**src/rtl/mips_pkg.sv**
```systemverilog
// Shared encodings for the multicycle MIPS control path: states, opcodes and
// datapath select values, plus the control bundle the decoder produces.
package mips_pkg;

  localparam int unsigned OPC_W   = 6;
  localparam int unsigned ALUOP_W = 2;
  localparam int unsigned STATE_W = 4;

  localparam logic [OPC_W-1:0] OP_R    = 6'b000000;
  localparam logic [OPC_W-1:0] OP_LW   = 6'b100011;
  localparam logic [OPC_W-1:0] OP_SW   = 6'b101011;
  localparam logic [OPC_W-1:0] OP_ADDI = 6'b001000;
  localparam logic [OPC_W-1:0] OP_BEQ  = 6'b000100;
  localparam logic [OPC_W-1:0] OP_J    = 6'b000010;

  localparam logic [ALUOP_W-1:0] ALU_ADD   = 2'b00;
  localparam logic [ALUOP_W-1:0] ALU_SUB   = 2'b01;
  localparam logic [ALUOP_W-1:0] ALU_FUNCT = 2'b10;

  localparam logic [1:0] SRCB_B      = 2'b00;
  localparam logic [1:0] SRCB_FOUR   = 2'b01;
  localparam logic [1:0] SRCB_IMM    = 2'b10;
  localparam logic [1:0] SRCB_IMM_SH = 2'b11;

  localparam logic [1:0] PCSRC_ALU    = 2'b00;
  localparam logic [1:0] PCSRC_ALUOUT = 2'b01;
  localparam logic [1:0] PCSRC_JUMP   = 2'b10;

  typedef enum logic [STATE_W-1:0] {
    S_FETCH  = 4'd0,
    S_DECODE = 4'd1,
    S_MEMADR = 4'd2,
    S_MEMRD  = 4'd3,
    S_MEMWB  = 4'd4,
    S_MEMWR  = 4'd5,
    S_EXEC   = 4'd6,
    S_ALUWB  = 4'd7,
    S_ADDIEX = 4'd8,
    S_ADDIWB = 4'd9,
    S_BRANCH = 4'd10,
    S_JUMP   = 4'd11,
    S_TRAP   = 4'd12
  } state_t;

  typedef struct packed {
    logic               pc_write;
    logic               branch;
    logic               iord;
    logic               mem_write;
    logic               ir_write;
    logic               reg_dst;
    logic               mem_to_reg;
    logic               reg_write;
    logic               alu_src_a;
    logic [1:0]         alu_src_b;
    logic [1:0]         pc_src;
    logic [ALUOP_W-1:0] alu_op;
    logic               instr_done;
    logic               illegal_instr;
  } ctrl_t;

endpackage

```
**src/rtl/mc_ctrl_decode.sv**
```systemverilog
// Moore output decode: maps the current control state (and memory ready for
// the handshake states) onto the datapath control bundle.
module mc_ctrl_decode
  import mips_pkg::*;
(
  input  state_t i_state,
  input  logic   i_mem_ready,
  output ctrl_t  o_ctrl
);

  always_comb begin
    o_ctrl = '0;
    case (i_state)
      S_FETCH: begin
        o_ctrl.alu_src_b = SRCB_FOUR;
        o_ctrl.alu_op    = ALU_ADD;
        o_ctrl.pc_src    = PCSRC_ALU;
        o_ctrl.ir_write  = i_mem_ready;
        o_ctrl.pc_write  = i_mem_ready;
      end
      S_DECODE: begin
        o_ctrl.alu_src_b = SRCB_IMM_SH;
        o_ctrl.alu_op    = ALU_ADD;
      end
      S_MEMADR, S_ADDIEX: begin
        o_ctrl.alu_src_a = 1'b1;
        o_ctrl.alu_src_b = SRCB_IMM;
        o_ctrl.alu_op    = ALU_ADD;
      end
      S_MEMRD: o_ctrl.iord = 1'b1;
      S_MEMWB: begin
        o_ctrl.mem_to_reg = 1'b1;
        o_ctrl.reg_write  = 1'b1;
        o_ctrl.instr_done = 1'b1;
      end
      // Write strobe stays up until memory accepts it; that cycle ends the sw.
      S_MEMWR: begin
        o_ctrl.iord       = 1'b1;
        o_ctrl.mem_write  = 1'b1;
        o_ctrl.instr_done = i_mem_ready;
      end
      S_EXEC: begin
        o_ctrl.alu_src_a = 1'b1;
        o_ctrl.alu_src_b = SRCB_B;
        o_ctrl.alu_op    = ALU_FUNCT;
      end
      S_ALUWB: begin
        o_ctrl.reg_dst    = 1'b1;
        o_ctrl.reg_write  = 1'b1;
        o_ctrl.instr_done = 1'b1;
      end
      S_ADDIWB: begin
        o_ctrl.reg_write  = 1'b1;
        o_ctrl.instr_done = 1'b1;
      end
      S_BRANCH: begin
        o_ctrl.alu_src_a  = 1'b1;
        o_ctrl.alu_src_b  = SRCB_B;
        o_ctrl.alu_op     = ALU_SUB;
        o_ctrl.pc_src     = PCSRC_ALUOUT;
        o_ctrl.branch     = 1'b1;
        o_ctrl.instr_done = 1'b1;
      end
      S_JUMP: begin
        o_ctrl.pc_src     = PCSRC_JUMP;
        o_ctrl.pc_write   = 1'b1;
        o_ctrl.instr_done = 1'b1;
      end
      S_TRAP:  o_ctrl.illegal_instr = 1'b1;
      default: o_ctrl = '0;
    endcase
  end

endmodule

```
**src/rtl/multicycle_control_unit.sv**
```systemverilog
// Multicycle MIPS control FSM: holds the state register and next-state logic;
// outputs are decoded from state and forced low while reset is asserted.
module multicycle_control_unit
  import mips_pkg::*;
#(
  parameter int unsigned OPCODE_W      = 6,
  parameter int unsigned ALU_OP_W      = 2,
  parameter bit          MEM_HANDSHAKE = 1'b1,
  parameter bit          ILLEGAL_TRAP  = 1'b1
) (
  input  logic                clk,
  input  logic                rst_n,
  input  logic [OPCODE_W-1:0] opcode,
  input  logic                mem_ready,
  output logic                pc_write,
  output logic                branch,
  output logic                iord,
  output logic                mem_write,
  output logic                ir_write,
  output logic                reg_dst,
  output logic                mem_to_reg,
  output logic                reg_write,
  output logic                alu_src_a,
  output logic [1:0]          alu_src_b,
  output logic [1:0]          pc_src,
  output logic [ALU_OP_W-1:0] alu_op,
  output logic                instr_done,
  output logic                illegal_instr,
  output logic [3:0]          state_dbg
);

  state_t r_state;
  state_t w_next;
  logic   w_mem_ready;
  ctrl_t  w_ctrl;
  ctrl_t  w_ctrl_out;

  assign w_mem_ready = MEM_HANDSHAKE ? mem_ready : 1'b1;

  always_ff @(posedge clk) begin
    if (!rst_n) r_state <= S_FETCH;
    else        r_state <= w_next;
  end

  // Opcode is only consulted in DECODE and MEMADR; elsewhere it is ignored.
  always_comb begin
    w_next = r_state;
    case (r_state)
      S_FETCH:  if (w_mem_ready) w_next = S_DECODE;
      S_DECODE: begin
        if (opcode == OPCODE_W'(OP_LW) || opcode == OPCODE_W'(OP_SW)) w_next = S_MEMADR;
        else if (opcode == OPCODE_W'(OP_R))    w_next = S_EXEC;
        else if (opcode == OPCODE_W'(OP_ADDI)) w_next = S_ADDIEX;
        else if (opcode == OPCODE_W'(OP_BEQ))  w_next = S_BRANCH;
        else if (opcode == OPCODE_W'(OP_J))    w_next = S_JUMP;
        else w_next = ILLEGAL_TRAP ? S_TRAP : S_FETCH;
      end
      S_MEMADR: begin
        if (opcode == OPCODE_W'(OP_LW))      w_next = S_MEMRD;
        else if (opcode == OPCODE_W'(OP_SW)) w_next = S_MEMWR;
        else                                 w_next = S_FETCH;
      end
      S_MEMRD:  if (w_mem_ready) w_next = S_MEMWB;
      S_MEMWB:  w_next = S_FETCH;
      S_MEMWR:  if (w_mem_ready) w_next = S_FETCH;
      S_EXEC:   w_next = S_ALUWB;
      S_ALUWB:  w_next = S_FETCH;
      S_ADDIEX: w_next = S_ADDIWB;
      S_ADDIWB: w_next = S_FETCH;
      S_BRANCH: w_next = S_FETCH;
      S_JUMP:   w_next = S_FETCH;
      S_TRAP:   w_next = S_TRAP;
      default:  w_next = S_FETCH;
    endcase
  end

  mc_ctrl_decode u_decode (
    .i_state     (r_state),
    .i_mem_ready (w_mem_ready),
    .o_ctrl      (w_ctrl)
  );

  assign w_ctrl_out = rst_n ? w_ctrl : '0;

  assign pc_write      = w_ctrl_out.pc_write;
  assign branch        = w_ctrl_out.branch;
  assign iord          = w_ctrl_out.iord;
  assign mem_write     = w_ctrl_out.mem_write;
  assign ir_write      = w_ctrl_out.ir_write;
  assign reg_dst       = w_ctrl_out.reg_dst;
  assign mem_to_reg    = w_ctrl_out.mem_to_reg;
  assign reg_write     = w_ctrl_out.reg_write;
  assign alu_src_a     = w_ctrl_out.alu_src_a;
  assign alu_src_b     = w_ctrl_out.alu_src_b;
  assign pc_src        = w_ctrl_out.pc_src;
  assign alu_op        = ALU_OP_W'(w_ctrl_out.alu_op);
  assign instr_done    = w_ctrl_out.instr_done;
  assign illegal_instr = w_ctrl_out.illegal_instr;
  assign state_dbg     = rst_n ? 4'(r_state) : 4'h0;

endmodule

```
**config.mk**
```make
export PLATFORM = sky130hd
export DESIGN_NAME = multicycle_control_unit
export DESIGN_NICKNAME = d
export VERILOG_FILES = /design/src/rtl/mips_pkg.sv /design/src/rtl/mc_ctrl_decode.sv /design/src/rtl/multicycle_control_unit.sv
export SDC_FILE = /design/constraint.sdc
export NUM_CORES = 1
export LEC_CHECK = 0
export BUFFER_PORTS_ARGS = -buffer_cell sky130_fd_sc_hd__clkbuf_2
export CORE_UTILIZATION = 46
export CTS_BUF_LIST = sky130_fd_sc_hd__clkbuf_16
export CTS_CLUSTER_SIZE = 12
export DETAILED_ROUTE_END_ITERATION = 12
export PLACE_DENSITY = 0.89
export SYNTH_ARGS = -nofsm -noshare
export SYNTH_HDL_FRONTEND = slang
export SYNTH_SLANG_ARGS = --single-unit
```
**constraint.sdc**
```tcl
create_clock -name clk -period 1.52 [get_ports clk]
set_input_delay 0.304 -clock clk [delete_from_list [all_inputs] [get_ports clk]]
set_output_delay 0.304 -clock clk [all_outputs]
set_load 0.005 [all_outputs]
```
# After elaboration in Yosys (flattened, before gate mapping)
# Index checks and enable logic that the tools add are counted.
[totals]
register_bits = 4
inputBits = 9
elab_cells = 57
[op_classes]
eq_ne = 20
mux = 27
reduce_logical = 9
[op_table]
columns = ["cell", "n"]
rows = [
  ["$pmux W4 S8", 1],
  ["$mux W4", 6],
  ["$eq A4 B4 Y1 const B", 5],
  ["$mux W17", 1],
  ["$eq A4 B3 Y1 const B", 4],
  ["$mux W3", 5],
  ["$eq A6 B6 Y1 const B", 2],
  ["$mux W1", 9],
  ["$eq A4 B2 Y1 const B", 2],
  ["$pmux W2 S2", 2],
  ["$eq A6 B2 Y1 const B", 1],
  ["$eq A6 B3 Y1 const B", 1],
  ["$eq A6 B4 Y1 const B", 1],
  ["$logic_not A6 Y1", 1],
  ["$ne A2 B2 Y1 const B", 3],
  ["$pmux W2 S3", 1],
  ["$reduce_or A5 Y1", 1],
  ["$eq A4 B1 Y1 const B", 1],
  ["$logic_not A4 Y1", 1],
  ["$pmux W1 S2", 2],
  ["$reduce_or A2 Y1", 2],
  ["$reduce_or A4 Y1", 1],
  ["$reduce_and A3 Y1", 1],
  ["$reduce_or A3 Y1", 1],
  ["$logic_or A1 B1 Y1", 1],
]

# Longest topological paths before layout
[depth]
depth_word = 7
depth_mapped = 5

# By module
# A second synthesis with hierarchy kept.
[hier_totals]
hier_cells = 111
hier_area_um2 = 753.2
[modules_own_cells]
columns = ["module", "instances", "cells_each", "area_each_um2", "seq_area_each_um2"]
rows = [
  ["multicycle_control_unit", 1, 73, 524.3, 80.1],
  ["mc_ctrl_decode", 1, 38, 229.0, 0.0],
]

# Worst setup path before layout
# Ideal clock, no wire load.
[synth_timing]
path_kind = "register -> output"
from = "register r_state[1]"
to = "output port instr_done"
arrival_time_ps = 1119
t_required_ps = 1216
slack_ps = 97
stages_incl_launch_ff = 6
n_path_buf = 1
path_cell_list = "dfxtp_1 -> buf_2 -> or3b_4 -> nand2_1 -> o22ai_1 -> and2_1"
[synth_between]
elab_chain_len = 4
word_cells_on_any_way = 9
classes_between = "eq/ne (6); mux (2); reduce/logical (1)"
[synth_rtl]
columns = ["item", "line_no", "rtl"]
rows = [
  ["start, declared", "multicycle_control_unit.sv:32", "state_t r_state;"],
  ["start signal, assigned", "multicycle_control_unit.sv:42", "else r_state <= w_next;"],
  ["$eq A4 B3 Y1 or $eq A4 B4 Y1 (tied branches)", "mc_ctrl_decode.sv:13", "case (i_state)"],
  ["$reduce_or A5 Y1 (no source line)", "-", ""],
  ["$pmux W1 S2 *", "mc_ctrl_decode.sv:13", ""],
  ["$mux W17 *", "multicycle_control_unit.sv:83", "assign w_ctrl_out = rst_n ? w_ctrl : '0;"],
  ["end, declared", "multicycle_control_unit.sv:27", "output logic instr_done,"],
]
# Every way passes the cells marked *; elsewhere a longest branch is shown, timed or not.

# Worst setup path in the final report
[layout_timing]
from = "register r_state[0]"
to = "output port instr_done"
# Same word-level chain as after synthesis.

==> results.ini <==
[clock_network]
root_buffer=clkbuf_16
numCtsBuffers=3
clkSlewWorstSetupHoldPaths_ns=0.03
cts_tree=done
clock_latency_ns=0.22
hold_buffers=0
cts_sinks=4
clk_path_buf_depth=2
htreeDepth=1

[critical_path]
cp.required_ns=1.22
critPathMaxFanout=5
arrival_ns=1.42
rr_startpoint=r_state[2]
crit_path_end_kind=output port
path_class=register to output port
startpoint_type=register
critPathLaunch=r_state[0]

[route]
ant_nets=0
vias=1052
viasPerCell=6.66
drt_iter0_markers=76
routed_wl_mm=3.18
drt-wirelength-per-cell_um=20.1
drtPass1Iterations=5
remaining_drc_errors=0

[layout]
final_util_pct=85.3
antenna_cells=0
nNetsFinal=154
largestRegisters=r_state: 4 flops
final_cell_mix=clkbuf_2 (22), buf_4 (15), nand2_1 (8)
design_area_um2=1140
layout_commonest_cell=clkbuf_2
largest_reg_flops=4
regMostFlops=r_state
drive_above_1_share_pct=56.6
flow.area_growth_from_synthesis_pct=69.9

[timing]
rsz0062_at_grt=true
worst_slew_pin_slew_ns=0.691
min_period_ns=1.72
slew_violations=0
hold_viol=0
fin_skew_ns=0.00149
post-route-period-util_pct=113
final.setup.tns_ns=-1.44
setup_viol_count_final=15
slew_headroom_pct=52.7
max_freq_ghz=0.581
fin_ws_ns=-0.202

[floorplan]
coreArea_um2=1330
rows=13
die-area_um2=1610
initial_core_util_pct=50.2
num_io_pins=30
die_width_um=40.1
die_y_um=40.1

[pwr]
total_power_uw=806
ir_drop_mv=0.816
p_leak_uw=0.000521
power_density_nw_per_um2=709

[logic_synthesis]
synth-seq-area-share_pct=12.0
syn_area_per_cell_um2=6.76
synthCells=99
ys_warn_count=0
netlist_area_um2=669
synthDistinctLibCells=42
synth-seq-cells=4
syn_nets=108

[grt]
grt_max_degree=13
grt_pass1_wl_mm=3.66
grt_pass1_vias=817
antenna_found_initial=0
grt_usage_pct=34.8
overflow=0

[placement]
port_buffers=29
dpl_worst_slack_ns=0.0245
dpl_cell_area_um2=881
hpwl_mm=1.58
gp_congestion=0.852

[status]
status=finished, violations left
violations=setup timing

[worst_hold_path]
min_from=mem_ready
hp-class=primary input to register

[run]
maxCapViolCount=0

power breakdown:
part,switching (uW),total (uW),internal (uW)
clock,71.5,407,336
sequential,15.4,127,111
combinational,145,272,127
total,232,806,574
routing by layer:
metal	share of wire (%)	up-vias	track usage (%)
met2	45	102	55.6
li1	-	449	-
met5	0	-	0
met1	35	465	42.1
met3	13	36	8.89
met4	6.5	0	19.0
critical path, cell delays in order, from the launching register on:
cell	delay [ns]
dfxtp_4	0.37
or3b_4	0.39
nand2_2	0.08
o22ai_2	0.07
and2_1	0.17
clkbuf_2	0.12
path summary, 6_finish.rpt:
check | endpoint | slack, ns | cells after the start
max | instr_done | -0.20 | 5
max reg2reg | r_state[0] | -0.06 | 4
min | r_state[1] | 0.47 | 3
min reg2reg | r_state[0] | 0.71 | 2
cell type report:
cell class	count	area (um2)
Clock buffer	3	75.1
Inverter	5	18.8
Fill cell	73	196
Sequential cell	4	92.6
Multi-Input combinational cell	82	618
Timing Repair Buffer	49	314
Tap cell	15	18.8
cell usage after synthesis:
cell type,count,share of area [%]
o32a_1,2,3.0
nand2b_1,4,3.7
nor4_1,2,1.9
o21ai_1,2,1.5
nand4b_1,1,1.3
xnor2_1,1,1.3
o31ai_1,1,1.1
o41ai_2,1,2.4
o31a_2,1,1.5
a21oi_1,6,4.5
a21boi_0,1,1.1
and2b_1,2,2.2
nor2b_1,2,1.9
dfxtp_1,4,12
o22a_1,1,1.3
o21ai_0,2,1.5
or3b_4,1,1.7
nor3_1,3,2.2
nor3b_1,2,2.2
o22ai_1,2,1.9
o32ai_1,1,1.3
and2_1,4,3.7
o211ai_1,1,1.1
and3_1,3,2.8
buf_4,2,2.2
xor2_1,2,2.6
o21a_1,1,1.1
buf_6,1,1.7
a221o_1,1,1.5
inv_1,5,2.8
or2_4,1,1.3
nand3_1,2,1.5
o311ai_4,1,3.9
nand3b_1,1,1.1
buf_2,4,3.0
a2111oi_0,1,1.3
o2111ai_1,1,1.3
nand2_1,11,6.2
clkbuf_1,1,0.56
or2_1,1,0.94
a31oi_1,1,0.94
nor2_1,12,6.7
what timing repair did:
| item | in CTS | in global routing |
|---|---|---|
| gates resized for setup | 17 | 30 |
| buffers inserted | 3 | 4 |
| pin swaps | 6 | 5 |
| setup endpoints to repair | 16 | 18 |
logic make-up (layout without fill, tap and decap cells):
| kind of cell | after synthesis | count (layout) | synth area share, % |
|---|---|---|---|
| AND/OR/NAND/NOR | 52 | 52 | 41.5 |
| AO/OA/AOI/OAI | 27 | 27 | 32.3 |
| buffers and inverters | 13 | 57 | 10.3 |
| flip-flops | 4 | 4 | 12.0 |
| XOR/XNOR | 3 | 3 | 3.93 |
through the flow:
stage	hold slack, ns	cells
finish	0.473	158
global route	0.473	158
CTS	0.452	154
detailed placement	0.682	148
global placement	0.678	148
floorplan	0.424	99
(Power assumes the default switching activity.)
